## config.mk

```make
export PLATFORM = sky130hd
export DESIGN_NAME = sc_tx_port
export DESIGN_NICKNAME = d
export VERILOG_FILES = /design/src/rtl/sc_tx_port_pkg.sv /design/src/rtl/usb_crc16_byte.sv /design/src/rtl/sc_tx_port.sv
export SDC_FILE = /design/constraint.sdc
export NUM_CORES = 1
export LEC_CHECK = 0
export BUFFER_PORTS_ARGS = -buffer_cell sky130_fd_sc_hd__buf_2
export CAP_MARGIN = 20
export CORE_MARGIN = 5
export CORE_UTILIZATION = 40
export CTS_CLUSTER_DIAMETER = 150
export DETAILED_ROUTE_END_ITERATION = 8
export GPL_TIMING_DRIVEN = 1
export PLACE_DENSITY = 0.75
export SYNTH_ARGS = -nofsm -noshare
export SYNTH_HDL_FRONTEND = slang
export SYNTH_HIERARCHICAL = 1
export SYNTH_SLANG_ARGS = --single-unit
```

## constraint.sdc

```tcl
create_clock -name clk -period 1.5 [get_ports clk]
set_input_delay 0.225 -clock clk [delete_from_list [all_inputs] [get_ports clk]]
set_output_delay 0.225 -clock clk [all_outputs]
set_load 0.1 [all_outputs]
```

## src/rtl/sc_tx_port_pkg.sv

```systemverilog
// Shared definitions for the SIE transmit port: command codes, SIE byte types,
// FSM states and the reflected USB CRC16 polynomial.
package sc_tx_port_pkg;

  localparam logic [7:0] CMD_DIRECT = 8'h00;
  localparam logic [7:0] CMD_DATA   = 8'h01;
  localparam logic [7:0] CMD_START  = 8'h02;
  localparam logic [7:0] CMD_STOP   = 8'h03;

  localparam logic [1:0] CTL_DATA   = 2'd0;
  localparam logic [1:0] CTL_START  = 2'd1;
  localparam logic [1:0] CTL_STOP   = 2'd2;
  localparam logic [1:0] CTL_DIRECT = 2'd3;

  localparam logic [15:0] CRC16_POLY = 16'hA001;

  typedef enum logic [2:0] {
    IDLE,
    SEND,
    CRC_LO,
    CRC_HI,
    STOP
  } txState_t;

endpackage

```

## src/rtl/usb_crc16_byte.sv

```systemverilog
// One-byte USB CRC16 update (reflected form, LSB first), purely combinational.
module usb_crc16_byte
  import sc_tx_port_pkg::*;
(
  input  logic [15:0] crc_in,
  input  logic [7:0]  dataByte,
  output logic [15:0] crc_out
);

  logic [15:0] crcWork;

  always_comb begin
    crcWork = crc_in ^ {8'h00, dataByte};
    for (int i = 0; i < 8; i++) begin
      crcWork = crcWork[0] ? ((crcWork >> 1) ^ CRC16_POLY) : (crcWork >> 1);
    end
    crc_out = crcWork;
  end

endmodule

```

## src/rtl/sc_tx_port.sv

```systemverilog
// Transmit port between the arbiter and the SIE: turns command writes into SIE bytes.
// Define SC_TX_CRC16_EN to append the USB CRC16 to data packets on PACKET_STOP.
module sc_tx_port
  import sc_tx_port_pkg::*;
#(
  parameter logic [15:0] CRC16_INIT = 16'hFFFF
) (
  input  logic       clk,
  input  logic       rst,
  input  logic       SCTxPortWEn,
  input  logic [7:0] SCTxPortData,
  input  logic [7:0] SCTxPortCntl,
  output logic       SCTxPortRdy,
  output logic [7:0] sieTxByte,
  output logic [1:0] sieTxCtl,
  output logic       sieTxWEn,
  input  logic       sieTxRdy
);

  txState_t    state, stateNxt;
  logic        rdyNxt;
  logic [7:0]  byteNxt;
  logic [1:0]  ctlNxt;
  logic        inPacket, inPacketNxt;
  logic        crcActive, crcActiveNxt;
  logic [15:0] crc, crcNxt, crcUpd;
  logic        accept;

  usb_crc16_byte uCrc (
    .crc_in  (crc),
    .dataByte(SCTxPortData),
    .crc_out (crcUpd)
  );

  assign accept   = SCTxPortWEn && SCTxPortRdy;
  // A byte is pending in every non-IDLE state; it goes out when the SIE is ready.
  assign sieTxWEn = (state != IDLE) && sieTxRdy;

  always_comb begin
    stateNxt     = state;
    byteNxt      = sieTxByte;
    ctlNxt       = sieTxCtl;
    inPacketNxt  = inPacket;
    crcActiveNxt = crcActive;
    crcNxt       = crc;
    unique case (state)
      IDLE: begin
        if (accept) begin
          case (SCTxPortCntl)
            CMD_DIRECT: begin
              byteNxt  = SCTxPortData;
              ctlNxt   = CTL_DIRECT;
              stateNxt = SEND;
            end
            CMD_DATA: begin
              byteNxt  = SCTxPortData;
              ctlNxt   = CTL_DATA;
              stateNxt = SEND;
              if (inPacket && crcActive) crcNxt = crcUpd;
            end
            CMD_START: begin
              byteNxt     = SCTxPortData;
              ctlNxt      = CTL_START;
              stateNxt    = SEND;
              crcNxt      = CRC16_INIT;
              inPacketNxt = 1'b1;
`ifdef SC_TX_CRC16_EN
              crcActiveNxt = (SCTxPortData[1:0] == 2'b11);
`else
              crcActiveNxt = 1'b0;
`endif
            end
            CMD_STOP: begin
              inPacketNxt  = 1'b0;
              crcActiveNxt = 1'b0;
              if (inPacket && crcActive) begin
                byteNxt  = ~crc[7:0];
                ctlNxt   = CTL_DATA;
                stateNxt = CRC_LO;
              end else begin
                byteNxt  = 8'h00;
                ctlNxt   = CTL_STOP;
                stateNxt = STOP;
              end
            end
            default: ;
          endcase
        end
      end
      SEND: if (sieTxWEn) stateNxt = IDLE;
      CRC_LO: begin
        if (sieTxWEn) begin
          byteNxt  = ~crc[15:8];
          ctlNxt   = CTL_DATA;
          stateNxt = CRC_HI;
        end
      end
      CRC_HI: begin
        if (sieTxWEn) begin
          byteNxt  = 8'h00;
          ctlNxt   = CTL_STOP;
          stateNxt = STOP;
        end
      end
      STOP: if (sieTxWEn) stateNxt = IDLE;
      default: stateNxt = IDLE;
    endcase
    // Ready is only offered while idle and not in the cycle right after an acceptance.
    rdyNxt = (stateNxt == IDLE) && !accept;
  end

  always_ff @(posedge clk or negedge rst) begin
    if (!rst) begin
      state       <= IDLE;
      SCTxPortRdy <= 1'b0;
      sieTxByte   <= 8'h00;
      sieTxCtl    <= 2'd0;
      inPacket    <= 1'b0;
      crcActive   <= 1'b0;
      crc         <= CRC16_INIT;
    end else begin
      state       <= stateNxt;
      SCTxPortRdy <= rdyNxt;
      sieTxByte   <= byteNxt;
      sieTxCtl    <= ctlNxt;
      inPacket    <= inPacketNxt;
      crcActive   <= crcActiveNxt;
      crc         <= crcNxt;
    end
  end

endmodule
```

==> flow_summary.json <==
{
  "critical_path.top_delay_family": "flip-flops",
  "netlist_top_cells_area": "dfrtp_1 (48%), inv_1 (8.7%), o22ai_1 (6.8%)",
  "violations_in_the_final_reports": "negative setup slack",
  "critPathMaxFanout": 3,
  "peakVddDrop_mv": 1.115,
  "cts_buffer_depth": 2,
  "hold_viol": 0,
  "synth_edf_count": 0,
  "ant_nets": 0,
  "share_of_synthesized_area_occupied_by_flip_flops_and_latches": 0.4795,
  "postSynthAreaPerCell_um2": 10.29,
  "hold-worst-slack_ps": 167.8,
  "finalWirelength_um": 1889,
  "fp.dieArea_um2": 2782,
  "largest_area_contributor_in_the_netlist": "dfrtp_1",
  "final-instance-count-excl-fill": 143,
  "clock_latency_ps": 280,
  "fraction_of_final_layout_cells_sized_beyond_drive_strength_1": 0.5000,
  "final.setup_skew_ps": 7.253,
  "num-nets-final": 139,
  "worstMarginPinSlew_ps": 494.4,
  "mappedNetlistNets": 91,
  "start_kind": "flop",
  "place.detailed.hpwl_um": 1449,
  "timing.final.setup_violations": 1,
  "grt_pass1_wl_um": 2946,
  "power_density_nw_per_um2": 1794,
  "htree_num_levels": 1,
  "cellLeakagePower_nw": 0.5616,
  "grt_max_degree": 15,
  "fp.dieH_um": 52.74,
  "dp_cells": 134,
  "dr.first_iter.drc_count": 17,
  "synth_cell_type_count": 27,
  "timing.final.max_slew_violations": 0,
  "synthTopCellsByCount": "inv_1 (17), dfrtp_1 (14), o22ai_1 (8)",
  "endpoint_kind": "output pin",
  "ys_ff_latch": 14,
  "worstReg2RegStart": "state[1]",
  "clock.fmax_ghz": 0.6605,
  "floorplan.rows": 15,
  "cts_tree": "yes",
  "die_width_um": 52.74,
  "grt_util_all_layers": 0.1510,
  "synthArstFlopShare": 1.000,
  "cpMaxStageDelayCell": "dfrtp_2",
  "post-route-util": 0.6261,
  "worst-endpoint-arrival_ps": 1290,
  "fp.coreArea_um2": 1727,
  "cp_slowest_stage_delay_ps": 440,
  "synth.most_common_cell": "inv_1",
  "design.portCount": 32,
  "cts_inserted_buffers": 3,
  "flow.area_growth_from_synthesis_pct": 47.95,
  "wl_per_cell_um": 13.21,
  "diodes": 0,
  "unrepaired_setup_endpoints_after_global_routing": "yes",
  "hold_start": "SCTxPortData[4]",
  "cts_root_buffer": "clkbuf_4",
  "holdCritPathClass": "in -> reg",
  "route.vias.total": 671,
  "clock_sinks": 14,
  "number_of_antenna_violations_at_the_first_check_in_global_routing": 0,
  "worst_setup_path_startpoint": "state[2]",
  "min_period_over_period": 1.009,
  "syn_area_um2": 730.7,
  "drv_cap": 0,
  "grt_overflow": 0,
  "data_required_time_of_the_worst_path_ps": 1270,
  "worst_path_cell_trace": "nor3_2 -> buf_4 -> nor2b_4 -> buf_12",
  "quantity_of_i_o_buffers_inserted_on_ports": 31,
  "period_needed_ps": 1514,
  "worst-path-buf-inv": 2,
  "result_of_the_run": "finished, violations left",
  "worst_slack_ps": -13.90,
  "final.setup.tns_ps": -13.90,
  "gp_congestion": 0.9236,
  "floorplan.initialDensity": 0.4232,
  "timing.max_slew.rel_slack": 0.6726,
  "synth_top_flop_cell": "dfrtp_1",
  "vias_in_the_first_global_route": 690,
  "yosysWarnings": 6,
  "timing_worst_setup_path_type": "reg -> out",
  "synth_top_cell_area_share": 0.4795,
  "drc": 0,
  "clkTransAtPathRegs_ps": 90,
  "post_drt_via_cell_ratio": 4.692,
  "synth_cells": 71,
  "drt_pre_antenna_iters": 4
}
[flip-flops by register name, indices dropped and copies added, names as in the netlist]
signal       count
sieTxCtl         2
SCTxPortRdy      1
state            3
sieTxByte        8
[path summary, 6_finish.rpt]
| path | cells after the start | endpoint | slack (ps) |
|---|---|---|---|
| worst max-delay path | 4 | sieTxWEn | -10 |
| worst min-delay path | 3 | sieTxByte[4] | 170 |
| worst max register to register | 3 | sieTxCtl[1] | 10 |
| worst min register to register | 1 | sieTxCtl[1] | 520 |
| min in group asynchronous | 2 | sieTxByte[5] | 360 |
| max in group asynchronous | 2 | SCTxPortRdy | 860 |
[cells by family (layout without fill, tap and decap cells)]
kind of cell              Yosys count  count (layout)  synth area share
AOI/OAI and AO/OA                  16              16            0.1455
xor gates and xnor gates            1               1           0.01199
buffers and inverters              19              66            0.1130
DFF                                14              14            0.4795
muxes                               2               2           0.04110
and+or+nand+nor                    19              19            0.2089
[through the flow]
| stage | area, um^2 | power [mW] | worst slack [ps] |
|---|---|---|---|
| final | 1081 | 1.940 | -13.90 |
| after global routing | 1081 | 2.026 | -85.60 |
| after CTS | 1070 | 1.955 | 3.916 |
| after detailed placement | 977.2 | 1.650 | 8.597 |
| after global placement | 977.2 | 1.635 | 68.52 |
| after floorplan | 742.0 | 1.425 | -126.1 |
[per-layer routing]
metal,vias up,global-route usage,wire (um)
li1,346,-,-
met1,300,0.1737,766
met2,23,0.2583,1011
met3,2,0.04843,91
met4,0,0.05532,19
met5,-,0,0
[power by group]
group | switching, mW | internal [mW]
clock network | 0.119 | 0.148
registers | 0.0678 | 0.481
logic | 0.851 | 0.273
[cell usage in the layout (no fill, tap or decap), types with 2 or more instances in the layout]
master / netlist / routed
nand2_1: 2 / 2
nand4_1: 3 / 3
buf_2: 0 / 30
a21oi_1: 3 / 3
mux2_4: 2 / 2
nor2b_1: 3 / 2
dfrtp_1: 14 / 10
clkbuf_4: 0 / 3
inv_1: 17 / 17
o22ai_1: 8 / 8
buf_4: 1 / 13
dfrtp_2: 0 / 3
[final cells by class]
cell class | count | area, um^2
Fill cell | 149 | 645.6
Multi-Input combinational cell | 38 | 314.1
Clock buffer | 4 | 36.28
Inverter | 17 | 63.81
Tap cell | 25 | 31.28
Sequential cell | 14 | 357.8
Timing Repair Buffer | 45 | 277.8
[worst reg2reg max path, stage by stage, from the launching register on]
cell      delay (ps)
dfrtp_2          460
nor4bb_4         320
a41o_1           300
mux2_4           310
[repair_timing]
item                                    4_1_cts  5_1_grt
setup buffers                                 3        1
resized for setup                             8        1
endpoints found under the setup margin        1       12
hold endpoints to repair                     14        0
hold buffers                                  1        0
(Power assumes the default switching activity.)
